[src/rtl/audio_pdm_sequencer_if.sv]
// audio_pdm_sequencer_if: command, PDM mic, FIFO and amplifier signals of the audio sequencer.
// AUDIO_SEQ_LOOPBACK_EN adds the cmd_loop command line.
interface audio_pdm_sequencer_if;
    logic       cmd_rec;
    logic       cmd_play;
    logic       cmd_stop;
`ifdef AUDIO_SEQ_LOOPBACK_EN
    logic       cmd_loop;
`endif
    logic       mclk;
    logic       mic_data;
    logic       fifo_wr;
    logic       fifo_din;
    logic       fifo_full;
    logic       fifo_rd;
    logic       fifo_dout;
    logic       fifo_empty;
    logic       amp_pwm;
    logic       amp_sd;
    logic [1:0] state;
    logic       done;
    logic       overrun;
    modport master (
        input  cmd_rec, cmd_play, cmd_stop,
`ifdef AUDIO_SEQ_LOOPBACK_EN
        input  cmd_loop,
`endif
        input  mic_data, fifo_full, fifo_dout, fifo_empty,
        output mclk, fifo_wr, fifo_din, fifo_rd, amp_pwm, amp_sd, state, done, overrun
    );
    modport slave (
        output cmd_rec, cmd_play, cmd_stop,
`ifdef AUDIO_SEQ_LOOPBACK_EN
        output cmd_loop,
`endif
        output mic_data, fifo_full, fifo_dout, fifo_empty,
        input  mclk, fifo_wr, fifo_din, fifo_rd, amp_pwm, amp_sd, state, done, overrun
    );
endinterface

[src/rtl/audio_pdm_sequencer.sv]
// audio_pdm_sequencer: PDM mic -> FIFO record and FIFO -> PWM playback sequencer.
// AUDIO_SEQ_LOOPBACK_EN adds a LOOP state routing the mic straight to the amplifier.
module audio_pdm_sequencer #(
    parameter int CLK_DIV  = 50,
    parameter int REC_BITS = 65536,
    parameter int CNT_W    = 17
) (
    input logic clk,
    input logic reset,
    audio_pdm_sequencer_if.master bus
);
    localparam int DIV_W = $clog2(CLK_DIV);
    typedef enum logic [1:0] {IDLE = 2'b00, REC = 2'b01, PLAY = 2'b10, LOOP = 2'b11} state_t;
    state_t st;
    logic [DIV_W-1:0] div_cnt;
    logic [CNT_W-1:0] bit_cnt;
    logic mclk_i, rd_ld, loop_cmd, term, tick, restart;
`ifdef AUDIO_SEQ_LOOPBACK_EN
    assign loop_cmd = bus.cmd_loop;
`else
    assign loop_cmd = 1'b0;
`endif
    assign term    = div_cnt == DIV_W'(CLK_DIV - 1);
    assign tick    = term && !mclk_i;
    assign restart = st == IDLE && !bus.cmd_stop && (bus.cmd_rec || loop_cmd);
    assign bus.mclk  = mclk_i && (st == REC || st == LOOP);
    assign bus.state = st;
    always_ff @(posedge clk or posedge reset) begin
        if (reset) begin
            st          <= IDLE;
            div_cnt     <= '0;
            mclk_i      <= 1'b0;
            bit_cnt     <= '0;
            rd_ld       <= 1'b0;
            bus.fifo_wr <= 1'b0;
            bus.fifo_din <= 1'b0;
            bus.fifo_rd <= 1'b0;
            bus.amp_pwm <= 1'b0;
            bus.amp_sd  <= 1'b0;
            bus.done    <= 1'b0;
            bus.overrun <= 1'b0;
        end else begin
            bus.fifo_wr <= 1'b0;
            bus.fifo_rd <= 1'b0;
            bus.done    <= 1'b0;
            rd_ld       <= bus.fifo_rd;
            div_cnt     <= (restart || term) ? '0 : div_cnt + 1'b1;
            mclk_i      <= restart ? 1'b0 : (term ? !mclk_i : mclk_i);
            case (st)
                IDLE: if (!bus.cmd_stop) begin
                    if (bus.cmd_rec) begin
                        st          <= REC;
                        bit_cnt     <= '0;
                        bus.overrun <= 1'b0;
                    end else if (loop_cmd) begin
                        st         <= LOOP;
                        bus.amp_sd <= 1'b1;
                    end else if (bus.cmd_play) begin
                        if (bus.fifo_empty) bus.done <= 1'b1;
                        else begin
                            st         <= PLAY;
                            bus.amp_sd <= 1'b1;
                        end
                    end
                end
                // Stop and end-of-record win over a tick, so no write follows them.
                REC: if (bus.cmd_stop || bit_cnt == CNT_W'(REC_BITS)) begin
                    st       <= IDLE;
                    bus.done <= 1'b1;
                end else if (tick) begin
                    if (bus.fifo_full) begin
                        st          <= IDLE;
                        bus.done    <= 1'b1;
                        bus.overrun <= 1'b1;
                    end else begin
                        bus.fifo_wr  <= 1'b1;
                        bus.fifo_din <= bus.mic_data;
                        bit_cnt      <= bit_cnt + 1'b1;
                    end
                end
                PLAY: if (bus.cmd_stop || (tick && bus.fifo_empty)) begin
                    st          <= IDLE;
                    bus.done    <= 1'b1;
                    bus.amp_pwm <= 1'b0;
                    bus.amp_sd  <= 1'b0;
                end else begin
                    if (tick) bus.fifo_rd <= 1'b1;
                    if (rd_ld) bus.amp_pwm <= bus.fifo_dout;
                end
                default: if (bus.cmd_stop) begin
                    st          <= IDLE;
                    bus.done    <= 1'b1;
                    bus.amp_pwm <= 1'b0;
                    bus.amp_sd  <= 1'b0;
                end else if (tick) bus.amp_pwm <= bus.mic_data;
            endcase
        end
    end
endmodule

[src/flat_wrapper.sv]
// flat-port wrapper written by rule: the top's interface ports become plain ports
module audio_pdm_sequencer_flat 
#(
    parameter int CLK_DIV  = 50,
    parameter int REC_BITS = 65536,
    parameter int CNT_W    = 17
)
  (clk, reset, bus_cmd_rec, bus_cmd_play, bus_cmd_stop, bus_mic_data, bus_fifo_full, bus_fifo_dout, bus_fifo_empty, bus_mclk, bus_fifo_wr, bus_fifo_din, bus_fifo_rd, bus_amp_pwm, bus_amp_sd, bus_state, bus_done, bus_overrun);
  audio_pdm_sequencer_if bus_i ();
  input logic clk;
  input logic reset;
  input wire logic [$bits(bus_i.cmd_rec)-1:0] bus_cmd_rec;
  input wire logic [$bits(bus_i.cmd_play)-1:0] bus_cmd_play;
  input wire logic [$bits(bus_i.cmd_stop)-1:0] bus_cmd_stop;
  input wire logic [$bits(bus_i.mic_data)-1:0] bus_mic_data;
  input wire logic [$bits(bus_i.fifo_full)-1:0] bus_fifo_full;
  input wire logic [$bits(bus_i.fifo_dout)-1:0] bus_fifo_dout;
  input wire logic [$bits(bus_i.fifo_empty)-1:0] bus_fifo_empty;
  output wire logic [$bits(bus_i.mclk)-1:0] bus_mclk;
  output wire logic [$bits(bus_i.fifo_wr)-1:0] bus_fifo_wr;
  output wire logic [$bits(bus_i.fifo_din)-1:0] bus_fifo_din;
  output wire logic [$bits(bus_i.fifo_rd)-1:0] bus_fifo_rd;
  output wire logic [$bits(bus_i.amp_pwm)-1:0] bus_amp_pwm;
  output wire logic [$bits(bus_i.amp_sd)-1:0] bus_amp_sd;
  output wire logic [$bits(bus_i.state)-1:0] bus_state;
  output wire logic [$bits(bus_i.done)-1:0] bus_done;
  output wire logic [$bits(bus_i.overrun)-1:0] bus_overrun;
  assign bus_i.cmd_rec = bus_cmd_rec;
  assign bus_i.cmd_play = bus_cmd_play;
  assign bus_i.cmd_stop = bus_cmd_stop;
  assign bus_i.mic_data = bus_mic_data;
  assign bus_i.fifo_full = bus_fifo_full;
  assign bus_i.fifo_dout = bus_fifo_dout;
  assign bus_i.fifo_empty = bus_fifo_empty;
  assign bus_mclk = bus_i.mclk;
  assign bus_fifo_wr = bus_i.fifo_wr;
  assign bus_fifo_din = bus_i.fifo_din;
  assign bus_fifo_rd = bus_i.fifo_rd;
  assign bus_amp_pwm = bus_i.amp_pwm;
  assign bus_amp_sd = bus_i.amp_sd;
  assign bus_state = bus_i.state;
  assign bus_done = bus_i.done;
  assign bus_overrun = bus_i.overrun;
  audio_pdm_sequencer #(.CLK_DIV(CLK_DIV), .REC_BITS(REC_BITS), .CNT_W(CNT_W)) u_core (.clk(clk), .reset(reset), .bus(bus_i));
endmodule
[config.mk]
export PLATFORM = sky130hd
export DESIGN_NAME = audio_pdm_sequencer_flat
export DESIGN_NICKNAME = d
export VERILOG_FILES = /design/src/rtl/audio_pdm_sequencer_if.sv /design/src/rtl/audio_pdm_sequencer.sv /design/src/flat_wrapper.sv
export SDC_FILE = /design/constraint.sdc
export NUM_CORES = 1
export LEC_CHECK = 0
export ABC_CLOCK_PERIOD_IN_PS = 2600
export BUFFER_PORTS_ARGS = -buffer_cell sky130_fd_sc_hd__buf_2
export CAP_MARGIN = 20
export CORE_ASPECT_RATIO = 0.9
export CORE_UTILIZATION = 58
export DETAILED_ROUTE_END_ITERATION = 10
export PLACE_DENSITY = 0.89
export SYNTH_ARGS = -nofsm -noshare
export SYNTH_HDL_FRONTEND = slang
export SYNTH_SLANG_ARGS = --single-unit
[constraint.sdc]
create_clock -name clk -period 2.6 [get_ports clk]
set_clock_uncertainty 0.1 [all_clocks]
set_input_delay 0.26 -clock clk [delete_from_list [all_inputs] [get_ports clk]]
set_output_delay 0.26 -clock clk [all_outputs]
set_load 0.005 [all_outputs]
==> impl_metrics.json <==
{
  "synth_edf_count": 0,
  "cts.sinks": 34,
  "dp_hpwl_um": 3016,
  "vias": 1611,
  "min_from": "bus_mic_data",
  "clk_path_buf_depth": 2,
  "synth_top_family_by_area": "simple AND/OR/NAND/NOR gates",
  "drcViolationCount": 0,
  "yosys_warnings": 0,
  "maxCapViolations": 0,
  "place_area_um2": 2096,
  "first_pass_iters": 4,
  "grt_setup_unrepaired": "no",
  "yosysUniqueCellTypes": 48,
  "setup_tns_ns": 0,
  "period_share_pct": 83.41,
  "path_class": "flip-flop to flip-flop",
  "crit_arrival_ns": 2.25,
  "synth_area_um2": 1994,
  "grt_overflow": 0,
  "final-seq-area_um2": 850.8,
  "p_clk_share_pct": 29.3,
  "clock_latency_ns": 0.29,
  "n_antenna_cell": 0,
  "p_leak_nw": 1.040,
  "h-tree-depth": 2,
  "wl_per_cell_um": 15.35,
  "syn_inst": 204,
  "synthSimpleGateAreaFrac_pct": 28.48,
  "swShare_pct": 29.04,
  "gp_congestion": 0.9281,
  "required_ns": 2.68,
  "slowest_delay_ns": 0.44,
  "worstRegToRegCells": 7,
  "ioPinCount": 19,
  "synth_compound_area_share_pct": 14.93,
  "fillers": 234,
  "pwr-share-comb_pct": 17.9,
  "fmax_mhz": 461.1,
  "slew_violations": 0,
  "finalSetupViolCount": 0,
  "pwr-share-seq_pct": 52.8,
  "path_cells": "inv_1 > ha_1 > nor4b_2 > and4_1 > nor3_2 > nand3_2 > o41ai_2",
  "period_minus_slack_ns": 2.169,
  "portBuffers": 18,
  "ys.flop_type": "dfrtp_1",
  "final-hold-violation-count": 0,
  "setup_slack_ns": 0.4314,
  "antenna_left": 0,
  "holdWs_ns": 0.1220,
  "place_ws_ns": 0.4726,
  "synth_xor_area_share_pct": 3.074,
  "multiInputGateArea_um2": 1039,
  "postCtsSetupRepairBufs": 0,
  "min_delay_worst_endpoint": "u_core.bus.fifo_din$_DFFE_PP0P_",
  "coreArea_um2": 3162,
  "power_mw": 1.221,
  "start_util_pct": 63.08,
  "die_area_um2": 3677,
  "layout.cells.non_filler": 266,
  "max-vdd-ir-drop_mv": 0.3889,
  "via_per_inst": 6.056,
  "drt_iter0_markers": 106,
  "r2r-end": "u_core.bit_cnt[14]$_DFFE_PP0P_",
  "tritoncts": "built",
  "critPathMaxFanout": 10,
  "crit_slowest_cell": "dfrtp_1",
  "wl_um": 4083,
  "intPower_mw": 0.8666,
  "relSlewSlack_pct": 67.66,
  "power.density_nw_per_um2": 559.7,
  "hold_depth": 2,
  "clk_pin_slew_worst_paths_ns": 0.06,
  "grt_max_degree": 23,
  "antenna_found_initial": 0,
  "status": "finished clean",
  "die_h_um": 57.63,
  "num_rows": 19,
  "muxShareOfSynthArea_pct": 3.074,
  "area_growth_pct": 9.410,
  "drive_above_1_share_pct": 18.75,
  "dpl.cell_count": 258,
  "final_util_pct": 69.01,
  "r2r-start": "u_core.bit_cnt[0]$_DFFE_PP0P_",
  "grt_pass1_wl_um": 7038,
  "synthAdderAreaFrac_pct": 2.509,
  "seq_area_frac_synth_pct": 42.66,
  "cp_top_family": "simple AND/OR/NAND/NOR gates",
  "tightest_slew_ns": 0.4845,
  "synth.avg_cell_area_um2": 9.777,
  "end_kind": "flip-flop",
  "critPathLaunchType": "flip-flop",
  "hp-class": "primary input to flip-flop",
  "ys_seq_elements": 34,
  "grt.total_usage_pct": 25.52,
  "switchingPower_mw": 0.3547,
  "cts.root.buffer_cell": "clkbuf_8",
  "regToRegSetupSlack_ns": 0.43,
  "die_width_um": 63.81,
  "nets": 237,
  "numCtsBuffers": 5,
  "grt_pass1_vias": 1495,
  "crit_buf_inv": 1,
  "fin_area_um2": 2182,
  "async_flop_share_pct": 100.0,
  "synth.net_count": 217
}
-- per-layer routing --
| layer | track usage (%) | wire length [um] | vias up |
|---|---|---|---|
| met4 | 8.442 | 51 | 0 |
| met2 | 37.84 | 1844 | 49 |
| li1 | - | - | 772 |
| met1 | 37.21 | 1956 | 783 |
| met3 | 5.709 | 230 | 7 |
| met5 | 0 | 0 | - |
-- power by group through the flow --
| stage | logic, mW | clock network (mW) | registers (mW) |
|---|---|---|---|
| floorplan | 0.165 | 0 | 0.639 |
| global placement | 0.210 | 0 | 0.651 |
| detailed placement | 0.218 | 0 | 0.654 |
| CTS | 0.220 | 0.365 | 0.645 |
| global route | 0.246 | 0.385 | 0.654 |
| finish | 0.218 | 0.358 | 0.645 |
-- cell type report --
cell class | instances | share of cell area [%]
multi-input cells | 149 | 47.59
clock buffers | 7 | 3.498
flip-flops and latches | 34 | 38.99
inverters | 13 | 2.236
well taps | 42 | 2.408
repair buffers | 21 | 5.275
-- worst max-delay path by stage --
stage	slack (ns)	start	to	cells past startpoint
after floorplan	0.64	u_core.bit_cnt[0]$_DFFE_PP0P_	u_core.bit_cnt[9]$_DFFE_PP0P_	8
after global placement	0.53	u_core.div_cnt[1]$_DFF_PP0_	u_core.bit_cnt[9]$_DFFE_PP0P_	7
after detailed placement	0.47	u_core.bit_cnt[0]$_DFFE_PP0P_	u_core.bit_cnt[9]$_DFFE_PP0P_	7
after CTS	0.44	u_core.bit_cnt[0]$_DFFE_PP0P_	u_core.bit_cnt[14]$_DFFE_PP0P_	7
after global routing	0.32	u_core.bit_cnt[0]$_DFFE_PP0P_	u_core.bit_cnt[14]$_DFFE_PP0P_	7
final	0.43	u_core.bit_cnt[0]$_DFFE_PP0P_	u_core.bit_cnt[14]$_DFFE_PP0P_	7
-- flip-flops by register name (all words and copies together) (netlist names) --
signal,count
u_core.bus.overrun,1
u_core.bus.amp_sd,1
u_core.bus.amp_pwm,1
u_core.bus.fifo_wr,1
u_core.rd_ld,1
u_core.bus.fifo_rd,1
u_core.bus.fifo_din,1
u_core.mclk_i,1
u_core.bus.state,2
u_core.div_cnt,6
u_core.bit_cnt,17
u_core.bus.done,1
-- worst register-to-register path, cell delays in order, from the launching register on --
cell and delay, ns:
dfrtp_1 0.44, inv_1 0.07, ha_1 0.19, nor4b_2 0.18
and4_1 0.23, nor3_2 0.23, nand3_2 0.25, o41ai_2 0.38
-- what timing repair did --
item | 4_1_cts | 5_1_grt
endpoints found under the hold margin | 12 | 0
resized for setup | 0 | 0
hold buffers | 1 | 0
-- synth_stat cells, types with 3 or more instances --
cell type  count  area, um^2
mux2i_1        5       50.05
a21oi_1        5       25.02
buf_6          3       33.78
xor2_1         3       26.28
nor2_1        18       67.56
and3_1         8       50.05
dfrtp_1       34       850.8
inv_1         12       45.04
ha_1           4       50.05
o21ai_0       11       55.05
nand2_1       17       63.81
nand4_1       10       62.56
o31ai_1        6       45.04
a31oi_1        4       25.02
clkbuf_1       4       15.01
nand2b_1       6       37.54
xnor2_1        4       35.03
or3_1          3       18.77
nand3_1        9       45.04
-- logic make-up (layout without fill, tap and decap cells) --
family	after synthesis	in the layout
compound gates	39	39
buf+inv	21	41
fa+ha+maj	4	4
flops	34	34
simple gates	93	93
mux	6	6
xor+xnor	7	7
-- layout by cell type, fill, tap and decap left out, types with 2 or more instances in the layout --
cell type	instances
a21o_1	2
a32o_1	2
nor4_1	2
and2_1	2
mux2i_1	5
nand2_1	17
nand2b_1	6
buf_2	18
xnor2_1	4
nand4_1	10
and4b_1	2
nor3_2	2
dfrtp_1	34
or3_1	3
ha_1	4
a21oi_1	5
nor3_1	2
nor2b_1	2
xor2_1	3
nand3_1	9
a31oi_1	4
and3_1	8
clkbuf_1	2
nor4_4	2
o21ai_0	11
buf_4	2
nor2_1	18
o31ai_1	6
inv_1	12
clkbuf_8	5
No activity file was read; power rests on OpenSTA's default activity.
